<file path="src/rtl/mvu_job_sched.sv">
// Arbitrates job starts from barrel harts onto one shared MVU command port.
// Round-robin hart selection, one job in flight, per-hart completion interrupt.
module mvu_job_sched #(
    parameter int unsigned NUM_HARTS      = 8,
    parameter int unsigned HART_CNT_WIDTH = 3
) (
    input  logic                      clk,
    input  logic                      rst,
    input  logic [NUM_HARTS-1:0]      start_i,
    output logic                      cmd_valid_o,
    input  logic                      cmd_ready_i,
    output logic [HART_CNT_WIDTH-1:0] cmd_hart_o,
    input  logic                      mvu_done_i,
    output logic [NUM_HARTS-1:0]      mvu_irq_o,
    output logic [NUM_HARTS-1:0]      pending_o,
    output logic                      busy_o,
    output logic                      err_o
);

    localparam int unsigned IDX_W = (NUM_HARTS > 1) ? $clog2(NUM_HARTS) : 1;

    typedef enum logic [1:0] {
        S_IDLE,
        S_ISSUE,
        S_RUN,
        S_IRQ
    } state_t;

    state_t                    r_state;
    logic [NUM_HARTS-1:0]      r_pending;
    logic [NUM_HARTS-1:0]      r_irq;
    logic [HART_CNT_WIDTH-1:0] r_hart;
    logic [HART_CNT_WIDTH-1:0] r_last;
    logic                      r_valid;
    logic                      r_busy;
    logic                      r_err;

    logic                      w_found;
    logic [HART_CNT_WIDTH-1:0] w_sel;
    int unsigned               w_idx;
    logic                      w_hs;
    logic [NUM_HARTS-1:0]      w_hot;
    logic [NUM_HARTS-1:0]      w_clr;
    logic [NUM_HARTS-1:0]      w_dup;
    logic                      w_bad_done;

    // Round-robin search starting just after the last granted hart.
    always_comb begin
        w_found = 1'b0;
        w_sel   = '0;
        w_idx   = 0;
        for (int unsigned i = 1; i <= NUM_HARTS; i++) begin
            w_idx = (32'(r_last) + i) % NUM_HARTS;
            if (!w_found && r_pending[IDX_W'(w_idx)]) begin
                w_found = 1'b1;
                w_sel   = HART_CNT_WIDTH'(w_idx);
            end
        end
    end

    assign w_hs       = (r_state == S_ISSUE) && cmd_ready_i;
    assign w_hot      = NUM_HARTS'(1) << r_hart;
    assign w_clr      = w_hs ? w_hot : '0;
    // A start landing on the grant cycle re-queues and is not a duplicate.
    assign w_dup      = start_i & r_pending & ~w_clr;
    assign w_bad_done = mvu_done_i && (r_state != S_RUN);

    always_ff @(posedge clk or posedge rst) begin
        if (rst) begin
            r_state   <= S_IDLE;
            r_pending <= '0;
            r_irq     <= '0;
            r_hart    <= '0;
            r_last    <= HART_CNT_WIDTH'(NUM_HARTS - 1);
            r_valid   <= 1'b0;
            r_busy    <= 1'b0;
            r_err     <= 1'b0;
        end else begin
            r_pending <= (r_pending & ~w_clr) | start_i;
            r_irq     <= '0;
            if ((|w_dup) || w_bad_done) begin
                r_err <= 1'b1;
            end
            case (r_state)
                S_IDLE: begin
                    if (w_found) begin
                        r_hart  <= w_sel;
                        r_valid <= 1'b1;
                        r_busy  <= 1'b1;
                        r_state <= S_ISSUE;
                    end
                end
                S_ISSUE: begin
                    if (cmd_ready_i) begin
                        r_valid <= 1'b0;
                        r_last  <= r_hart;
                        r_state <= S_RUN;
                    end
                end
                S_RUN: begin
                    if (mvu_done_i) begin
                        r_irq   <= w_hot;
                        r_state <= S_IRQ;
                    end
                end
                S_IRQ: begin
                    r_busy  <= 1'b0;
                    r_state <= S_IDLE;
                end
                default: begin
                    r_valid <= 1'b0;
                    r_busy  <= 1'b0;
                    r_state <= S_IDLE;
                end
            endcase
        end
    end

    assign cmd_valid_o = r_valid;
    assign cmd_hart_o  = r_hart;
    assign mvu_irq_o   = r_irq;
    assign pending_o   = r_pending;
    assign busy_o      = r_busy;
    assign err_o       = r_err;

endmodule

</file>
<file path="config.mk">
export PLATFORM = sky130hd
export DESIGN_NAME = mvu_job_sched
export DESIGN_NICKNAME = d
export VERILOG_FILES = /design/src/rtl/mvu_job_sched.sv
export SDC_FILE = /design/constraint.sdc
export NUM_CORES = 1
export LEC_CHECK = 0
export CAP_MARGIN = 20
export CORE_MARGIN = 5
export CORE_UTILIZATION = 54
export CTS_CLUSTER_SIZE = 40
export DETAILED_ROUTE_END_ITERATION = 8
export PLACE_DENSITY = 0.89
export SLEW_MARGIN = 20
export SYNTH_ARGS = -nofsm -noshare
export SYNTH_HDL_FRONTEND = slang
export SYNTH_SLANG_ARGS = --single-unit
</file>
<file path="constraint.sdc">
create_clock -name clk -period 5.5 [get_ports clk]
set_clock_uncertainty 0.05 [all_clocks]
set_input_delay 1.1 -clock clk [delete_from_list [all_inputs] [get_ports clk]]
set_output_delay 1.1 -clock clk [all_outputs]
set_load 0.1 [all_outputs]
</file>
# Yosys cells after proc, flatten, opt, wreduce, memory -nomap -nowiden
# Index checks and enable logic that the tools add are counted.
[word_totals]
regBits = 27
latchBits = 0
mem_bits_rw = 0
rom_bits = 0
inputBits = 12
output_inout_bits = 22
word_cells = 106
mem_count = 0
[classes]
add_sub_neg = 8
mul = 0
n_div = 0
n_lt_le_gt_ge = 8
n_eq_ne = 7
shifts = 1
n_mux = 43
n_bitwise = 5
reduce_logical = 26
[op_table]
columns = ["operator", "n"]
rows = [
  ["3-bit by 4-bit less-than comparator with 1-bit output, second input constant", 8],
  ["8-bit AND", 3],
  ["1-bit binary-select mux with 3-bit select", 8],
  ["3-bit 2-to-1 mux", 8],
  ["8-bit 2-to-1 mux", 3],
  ["1-bit 2-to-1 mux", 18],
  ["3-bit adder, second input constant", 4],
  ["1-bit logical AND", 9],
  ["2-bit != test, second input constant", 4],
  ["8-bit inverter", 1],
  ["8-bit bitwise OR", 1],
  ["2-bit case mux with 4 select lines", 1],
  ["8-bit OR reduction", 1],
  ["1-bit by 3-bit << shifter with 8-bit output, first input constant", 1],
  ["1-bit logical NOT", 7],
  ["3-bit by 1-bit adder with 3-bit output, second input constant", 2],
  ["3-bit by 2-bit adder with 3-bit output, second input constant", 2],
  ["2-bit 2-to-1 mux", 3],
  ["2-bit AND reduction", 3],
  ["3-bit AND reduction", 2],
  ["2-bit equality test, second input constant", 2],
  ["1-bit case mux with 2 select lines", 2],
  ["2-bit nonzero test", 2],
  ["2-bit by 1-bit equality test with 1-bit output, second input constant", 1],
  ["2 further kinds", 2],
]

# Longest topological paths before layout
# Gate-level depths: netlist of run 1.
[depth]
depth_word = 27
ltp_mapped = 13
ltp_nobuf = 9

# Worst setup path after synthesis of run 1
# No wires, ideal clock.
[synth_timing]
path_type = "register to register"
from = "register r_last[1]"
to = "register r_hart[1] (netlist: cmd_hart_o[1])"
t_arrival_ns = 3.692
path_slack_ns = 1.664
stages_incl_launch_ff = 14
n_path_buf = 4
synth_period_minus_slack_ns = 3.836
path_cell_list = "dfstp_2 buf_6 clkbuf_1 inv_1 ha_1 buf_6 mux2_1 mux4_2 o22a_2 or4_1 buf_2 o21a_1 o2111a_1 a221oi_2"
[synth_via]
elab_chain_len = 26
word_cells_on_any_way = 55
[synth_rtl]
columns = ["item", "line", "rtl"]
rows = [
  ["start, declared", "33", "logic [HART_CNT_WIDTH-1:0] r_last;"],
  ["start signal, assigned", "74", "r_last <= HART_CNT_WIDTH'(NUM_HARTS - 1);"],
  ["start signal, assigned", "96", "r_last <= r_hart;"],
  ["3-bit by 1-bit adder with 3-bit output", "53", "w_idx = (32'(r_last) + i) % NUM_HARTS;"],
  ["1-bit binary-select mux with 3-bit select", "54", "if (!w_found && r_pending[IDX_W'(w_idx)]) begin"],
  ["1-bit 2-to-1 mux (not written as such)", "54", ""],
  ["1-bit 2-to-1 mux", "54", ""],
  ["1-bit logical NOT", "54", ""],
  ["1-bit logical AND", "54", ""],
  ["1-bit 2-to-1 mux", "54", ""],
  ["1-bit logical NOT", "54", ""],
  ["(+10 left out)", "--", ""],
  ["1-bit 2-to-1 mux", "54", ""],
  ["1-bit logical NOT", "54", ""],
  ["1-bit logical AND", "54", ""],
  ["1-bit 2-to-1 mux", "54", ""],
  ["1-bit logical NOT", "54", ""],
  ["1-bit logical AND", "54", ""],
  ["1-bit 2-to-1 mux", "54", ""],
  ["2-bit AND reduction (no source line)", "--", ""],
  ["end signal, assigned", "87", "r_hart <= w_sel;"],
  ["end, declared", "32", "logic [HART_CNT_WIDTH-1:0] r_hart;"],
]
# Several ways; a longest one is shown, not always the timed one. The select of a mux whose other input is x is not followed.
# A chain may end at the register's enable or synchronous reset.

# Final worst setup path of run 1
[layout_timing]
from = "register r_last[0]"
to = "register r_hart[1] (netlist: cmd_hart_o[1])"
# The elaborated chain is that of the path after synthesis.

==> results of run 1 <==
[per-layer routing]
metal,part of all wire,track usage,vias up
met5,0,0,-
met4,0.018,0.0635,0
met3,0.10,0.0579,13
met2,0.48,0.334,86
met1,0.40,0.273,928
li1,-,-,907
[layout make-up]
| class | instances | area share |
|---|---|---|
| sequential | 27 | 0.272 |
| inverter | 16 | 0.0241 |
| multi-input combinational | 171 | 0.529 |
| clock buffer | 4 | 0.0180 |
| timing repair buffer | 33 | 0.132 |
| tap | 48 | 0.0241 |
[cell families after synthesis]
logic type | after synthesis | share of synthesized area
simple gates | 72 | 0.165
flops | 27 | 0.319
fa+ha+maj | 7 | 0.0411
mux | 25 | 0.189
xor+xnor | 4 | 0.0165
compound gates | 63 | 0.209
buf+inv | 28 | 0.0605
[state kept, by name, summed over array words and instances, names as in the netlist]
name         cells
cmd_hart_o       3
r_state          2
mvu_irq_o        8
err_o            1
r_last           3
cmd_valid_o      1
busy_o           1
pending_o        8
[power groups by stage]
stage                     registers [µW]  logic [µW]  clock network (µW)
final                                362         715                 110
after global routing                 379         773                 121
after CTS                            361         711                 112
after detailed placement             365         706                   0
after global placement               359         696                   0
after floorplan                      468         466                   0
[worst min path at each step]
stage / endpoint / slack, ps / cells past startpoint
after detailed placement: cmd_valid_o$_DFFE_PP0P_ / 460 / 2
after CTS: cmd_valid_o$_DFFE_PP0P_ / 480 / 2
after global placement: cmd_valid_o$_DFFE_PP0P_ / 440 / 2
final: cmd_valid_o$_DFFE_PP0P_ / 470 / 2
after floorplan: r_state[1]$_DFFE_PP0P_ / 540 / 2
after global routing: cmd_valid_o$_DFFE_PP0P_ / 530 / 2
[worst min-delay path, cell delays in order, from the launching register on]
cell and delay, ps:
dfrtp_1 380, nand2_1 50, nand2_1 60
[cell usage after synthesis, types with 2 or more instances]
cell / number / share of area
a21oi_1: 7 / 0.016
mux4_1: 2 / 0.025
o21ai_0: 19 / 0.045
ha_1: 7 / 0.041
a221oi_1: 3 / 0.012
mux4_2: 8 / 0.085
xor2_1: 3 / 0.012
nor4_1: 2 / 0.0059
nor2b_1: 3 / 0.0088
mux2i_1: 5 / 0.024
a221o_1: 2 / 0.0094
nand2_1: 18 / 0.032
mux2_2: 7 / 0.037
o31ai_1: 2 / 0.0070
buf_6: 3 / 0.016
o211ai_1: 9 / 0.032
o2111ai_1: 3 / 0.012
or2_1: 2 / 0.0059
nor3_1: 10 / 0.024
nand2b_1: 9 / 0.026
inv_1: 16 / 0.028
clkbuf_1: 8 / 0.014
mux2_4: 2 / 0.014
nand3_1: 3 / 0.0070
dfstp_2: 3 / 0.037
or4_1: 2 / 0.0070
dfrtp_1: 24 / 0.28
nor2_1: 17 / 0.030
and2_1: 2 / 0.0059
a31oi_1: 2 / 0.0059
[metrics by stage]
stage	hold slack, ps	util	cells	cell area [µm²]	setup slack [ps]
CTS	476	0.667	299	2500	1400
detailed placement	455	0.655	295	2450	1440
floorplan	545	-	226	2130	1660
global route	527	0.667	299	2500	1220
finish	472	0.667	299	2500	1370
global placement	444	0.655	295	2450	1560
==> impl_metrics.env, run 1 <==
export IMPL_die_h_um=72.8
export IMPL_fillers=312
export IMPL_gp_congestion=0.931
export IMPL_hold_start="cmd_valid_o$_DFFE_PP0P_"
export IMPL_status="finished clean"
export IMPL_hp_class="reg -> reg"
export IMPL_vdd_ir_drop_max_mv=0.320
export IMPL_drt_initial_drc_count=264
export IMPL_clockPowerShare=0.093
export IMPL_power_density_mw_per_mm2=476
export IMPL_pwr_share_comb=0.602
export IMPL_grt_pass1_vias=1936
export IMPL_tns_ps=0
export IMPL_placeableCoreArea_mm2=0.00374
export IMPL_r2r_start="r_last[0]$_DFFE_PP1P_"
export IMPL_min_period_ps=4130
export IMPL_crit_fanout=22
export IMPL_vias=1934
export IMPL_rr_worst_depth=9
export IMPL_path_clk_slew_ps=90
export IMPL_slew_violations=0
export IMPL_synth_edf_count=0
export IMPL_area_growth_pct=17.2
export IMPL_crit_type="reg -> reg"
export IMPL_p_sw_frac=0.528
export IMPL_critical_path_required_ps=5630
export IMPL_max_cap_violations=0
export IMPL_grt_pass1_wl_um=8900
export IMPL_netlist_area_mm2=0.00213
export IMPL_dp_hpwl_um=3840
export IMPL_ios=34
export IMPL_cts_sinks=27
export IMPL_crit_path_end_kind="flip-flop"
export IMPL_async_reset_ff_frac=1.00
export IMPL_synthCells=226
export IMPL_numPortBuffers=33
export IMPL_avgRoutedWirePerCell_um=17.0
export IMPL_cts_buffers=3
export IMPL_ctsLongestPathBuffers=2
export IMPL_cp_buffers_inverters=1
export IMPL_drive_gt1_frac=0.104
export IMPL_nNetsFinal=271
export IMPL_cpLargestDelayFamily="multiplexers"
export IMPL_slowest_delay_ps=810
export IMPL_clock_latency_ps=270
export IMPL_seq_area_um2=679
export IMPL_gr_total_overflow=0
export IMPL_r2r_end="cmd_hart_o[1]$_DFFE_PP0P_"
export IMPL_multiInputGateArea_mm2=0.00132
export IMPL_start_kind="flip-flop"
export IMPL_regToRegSetupSlack_ps=1370
export IMPL_cp_depth=9
export IMPL_first_pass_iters=4
export IMPL_crit_slowest_cell="dfstp_2"
export IMPL_post_cts_buffers=0
export IMPL_setup_viol=0
export IMPL_seqPwrFrac=0.305
export IMPL_grt_max_degree=28
export IMPL_synth_seq_cells=27
export IMPL_htreeDepth=1
export IMPL_cts_tree="done"
export IMPL_cts_root_buffer="clkbuf_8"
export IMPL_worstMarginPinSlew_ps=994
export IMPL_die_x_um=72.8
export IMPL_cp_cell_sequence="inv_1, ha_1, mux2_2, mux4_2, o22a_2, or4_1, o21a_1, o2111a_1, a221oi_2"
export IMPL_layout_commonest_cell="clkdlybuf4s50_1"
export IMPL_cp_startpoint="r_last[0]$_DFFE_PP1P_"
export IMPL_arrival_ps=4260
export IMPL_antenna_found_initial=0
export IMPL_crit_path_end="cmd_hart_o[1]$_DFFE_PP0P_"
export IMPL_min_period_over_period=0.752
export IMPL_drc=0
export IMPL_n_antenna_cell=0
export IMPL_grt_use_total=0.208
export IMPL_p_leak_uw=0.000930
export IMPL_drt_wl_total_um=5090
export IMPL_die_area_mm2=0.00530
export IMPL_cts_resized=0
export IMPL_yosys_warnings=0
export IMPL_synth_ff_type="dfrtp_1"
export IMPL_layout_common_cells="33 x clkdlybuf4s50_1, 24 x dfrtp_1, 19 x o21ai_0"
export IMPL_switchingPower_uw=627
export IMPL_synth_nets=245
export IMPL_fp_row_count=22
export IMPL_slew_limit_headroom=0.335
export IMPL_synth_yosys_seq_area_share=0.319
export IMPL_power_internal_uw=560
export IMPL_maxClockFrequency_mhz=242
export IMPL_start_util=0.569
export IMPL_hold_violations=0
export IMPL_rsz0062_at_grt="false"
export IMPL_cts_hold_buffers=0
export IMPL_routed_via_density=6.47
export IMPL_antenna_left=0
export IMPL_synth_distinct_cells=53
export IMPL_postSynthAreaPerCell_um2=9.42
export IMPL_power_uw=1190
(Power assumes the default switching activity.)
==> inputs of run 2 (changes only) <==
==> constraint.sdc (replaced) <==
create_clock -name clk -period 4 [get_ports clk]
set_clock_uncertainty 0.05 [all_clocks]
set_input_delay 0.8 -clock clk [delete_from_list [all_inputs] [get_ports clk]]
set_output_delay 0.8 -clock clk [all_outputs]
set_load 0.1 [all_outputs]
==> run 2 against run 1 <==
Compared with the run above:
- cell count up 1.0%
- sequential power up 20%
- design area up 1.8%
- maximum frequency up 12%
- worst hold slack worse by 2.4 ps
- power up 39%
- register-to-register slack worse by 1100 ps
- core utilization up 1.2 points
- first-iteration DRC count down 12%
- critical path type unchanged
- critical endpoint unchanged
- largest power group unchanged
- highest routed layer unchanged
==> impl_metrics.env, run 2 (synthesis gave the netlist of run 1 again) <==
export IMPL_layout_commonest_cell="clkdlybuf4s50_1"
export IMPL_post_cts_buffers=0
export IMPL_clock_latency_ps=270
export IMPL_gr_total_overflow=0
export IMPL_start_util=0.569
export IMPL_antenna_left=0
export IMPL_arrival_ps=3840
export IMPL_die_area_mm2=0.00530
export IMPL_cts_root_buffer="clkbuf_8"
export IMPL_rr_worst_depth=9
export IMPL_hp_class="reg -> reg"
export IMPL_cts_sinks=27
export IMPL_path_clk_slew_ps=100
export IMPL_crit_slowest_cell="or4_1"
export IMPL_grt_pass1_wl_um=9350
export IMPL_die_x_um=72.8
export IMPL_slowest_delay_ps=670
export IMPL_rsz0062_at_grt="false"
export IMPL_layout_common_cells="33 x clkdlybuf4s50_1, 24 x dfrtp_1, 19 x o21ai_0"
export IMPL_p_leak_uw=0.000955
export IMPL_cp_startpoint="r_last[0]$_DFFE_PP1P_"
export IMPL_cp_cell_sequence="inv_1, ha_1, mux2_2, mux4_2, o22a_2, or4_1, o21a_1, o2111a_1, a221oi_2"
export IMPL_setup_viol=0
export IMPL_start_kind="flip-flop"
export IMPL_avgRoutedWirePerCell_um=17.8
export IMPL_cts_resized=0
export IMPL_ctsLongestPathBuffers=2
export IMPL_maxClockFrequency_mhz=270
export IMPL_drc=0
export IMPL_r2r_end="cmd_hart_o[1]$_DFFE_PP0P_"
export IMPL_numPortBuffers=33
export IMPL_ios=34
export IMPL_max_cap_violations=0
export IMPL_grt_use_total=0.219
export IMPL_crit_type="reg -> reg"
export IMPL_regToRegSetupSlack_ps=300
export IMPL_die_h_um=72.8
export IMPL_dp_hpwl_um=3970
export IMPL_placeableCoreArea_mm2=0.00374
export IMPL_area_growth_pct=19.3
export IMPL_grt_pass1_vias=1997
export IMPL_htreeDepth=1
export IMPL_vdd_ir_drop_max_mv=0.507
export IMPL_drt_initial_drc_count=233
export IMPL_r2r_start="r_last[0]$_DFFE_PP1P_"
export IMPL_slew_violations=0
export IMPL_worstMarginPinSlew_ps=1010
export IMPL_critical_path_required_ps=4140
export IMPL_slew_limit_headroom=0.327
export IMPL_postLayoutCoreUtil=0.678
export IMPL_first_pass_iters=4
export IMPL_drive_gt1_frac=0.118
export IMPL_antenna_found_initial=0
export IMPL_cts_hold_buffers=0
export IMPL_crit_fanout=12
export IMPL_fp_row_count=22
export IMPL_crit_path_end="cmd_hart_o[1]$_DFFE_PP0P_"
export IMPL_crit_path_end_kind="flip-flop"
export IMPL_gp_congestion=0.961
export IMPL_routed_via_density=6.41
export IMPL_nNetsFinal=274
export IMPL_n_antenna_cell=0
export IMPL_min_period_ps=3700
export IMPL_vias=1937
export IMPL_cts_buffers=3
export IMPL_status="finished clean"
export IMPL_power_density_mw_per_mm2=650
export IMPL_power_uw=1650
export IMPL_drt_wl_total_um=5380
export IMPL_grt_max_degree=28
export IMPL_tns_ps=0
export IMPL_hold_violations=0
export IMPL_cts_tree="done"
export IMPL_min_period_over_period=0.925
## run 2: power by group
group	switching (µW)	internal [µW]	total (µW)
clock network	84.8	69.8	155
logic	693	371	1060
registers	92.4	341	433
## run 2: cell type report
class / instances / area, µm²
flip-flops and latches: 27 / 679
well taps: 48 / 60.1
clock inverters: 1 / 5.00
clock buffers: 3 / 41.3
inverters: 16 / 60.1
fillers: 299 / 1200
repair buffers: 36 / 373
multi-input cells: 171 / 1320
## run 2: how the worst min path moves through the flow
stage	to	slack (ps)	cells after the start	from
final	cmd_valid_o$_DFFE_PP0P_	470	2	cmd_valid_o$_DFFE_PP0P_
after global routing	cmd_valid_o$_DFFE_PP0P_	520	2	cmd_valid_o$_DFFE_PP0P_
after CTS	cmd_valid_o$_DFFE_PP0P_	470	2	cmd_valid_o$_DFFE_PP0P_
after detailed placement	cmd_valid_o$_DFFE_PP0P_	450	2	cmd_valid_o$_DFFE_PP0P_
after global placement	cmd_valid_o$_DFFE_PP0P_	450	2	cmd_valid_o$_DFFE_PP0P_
after floorplan	r_state[1]$_DFFE_PP0P_	540	2	r_state[1]$_DFFE_PP0P_
## run 2: critical path, delay by kind of cell, from the launching register on
kind | cells | cell delay, ps
buffers and inverters | 1 | 80
adder cells (fa/ha/maj) | 1 | 590
multiplexers | 2 | 880
AO/OA/AOI/OAI | 4 | 820
flip-flops | 1 | 540
AND/OR/NAND/NOR | 1 | 670
## run 2: per-layer routing
layer	up-vias	GRT usage	share of wire
met5	-	0	0
li1	904	-	-
met2	94	0.355	0.50
met4	0	0.0697	0.013
met3	11	0.0537	0.084
met1	928	0.287	0.41
## run 2: through the flow
step,std cells,cell area (µm²),setup WS (ps),hold WS (ps)
floorplan,226,2130,164,545
global placement,297,2470,415,448
detailed placement,297,2470,315,447
CTS,301,2510,316,474
global route,302,2540,89.9,516
finish,302,2540,300,469
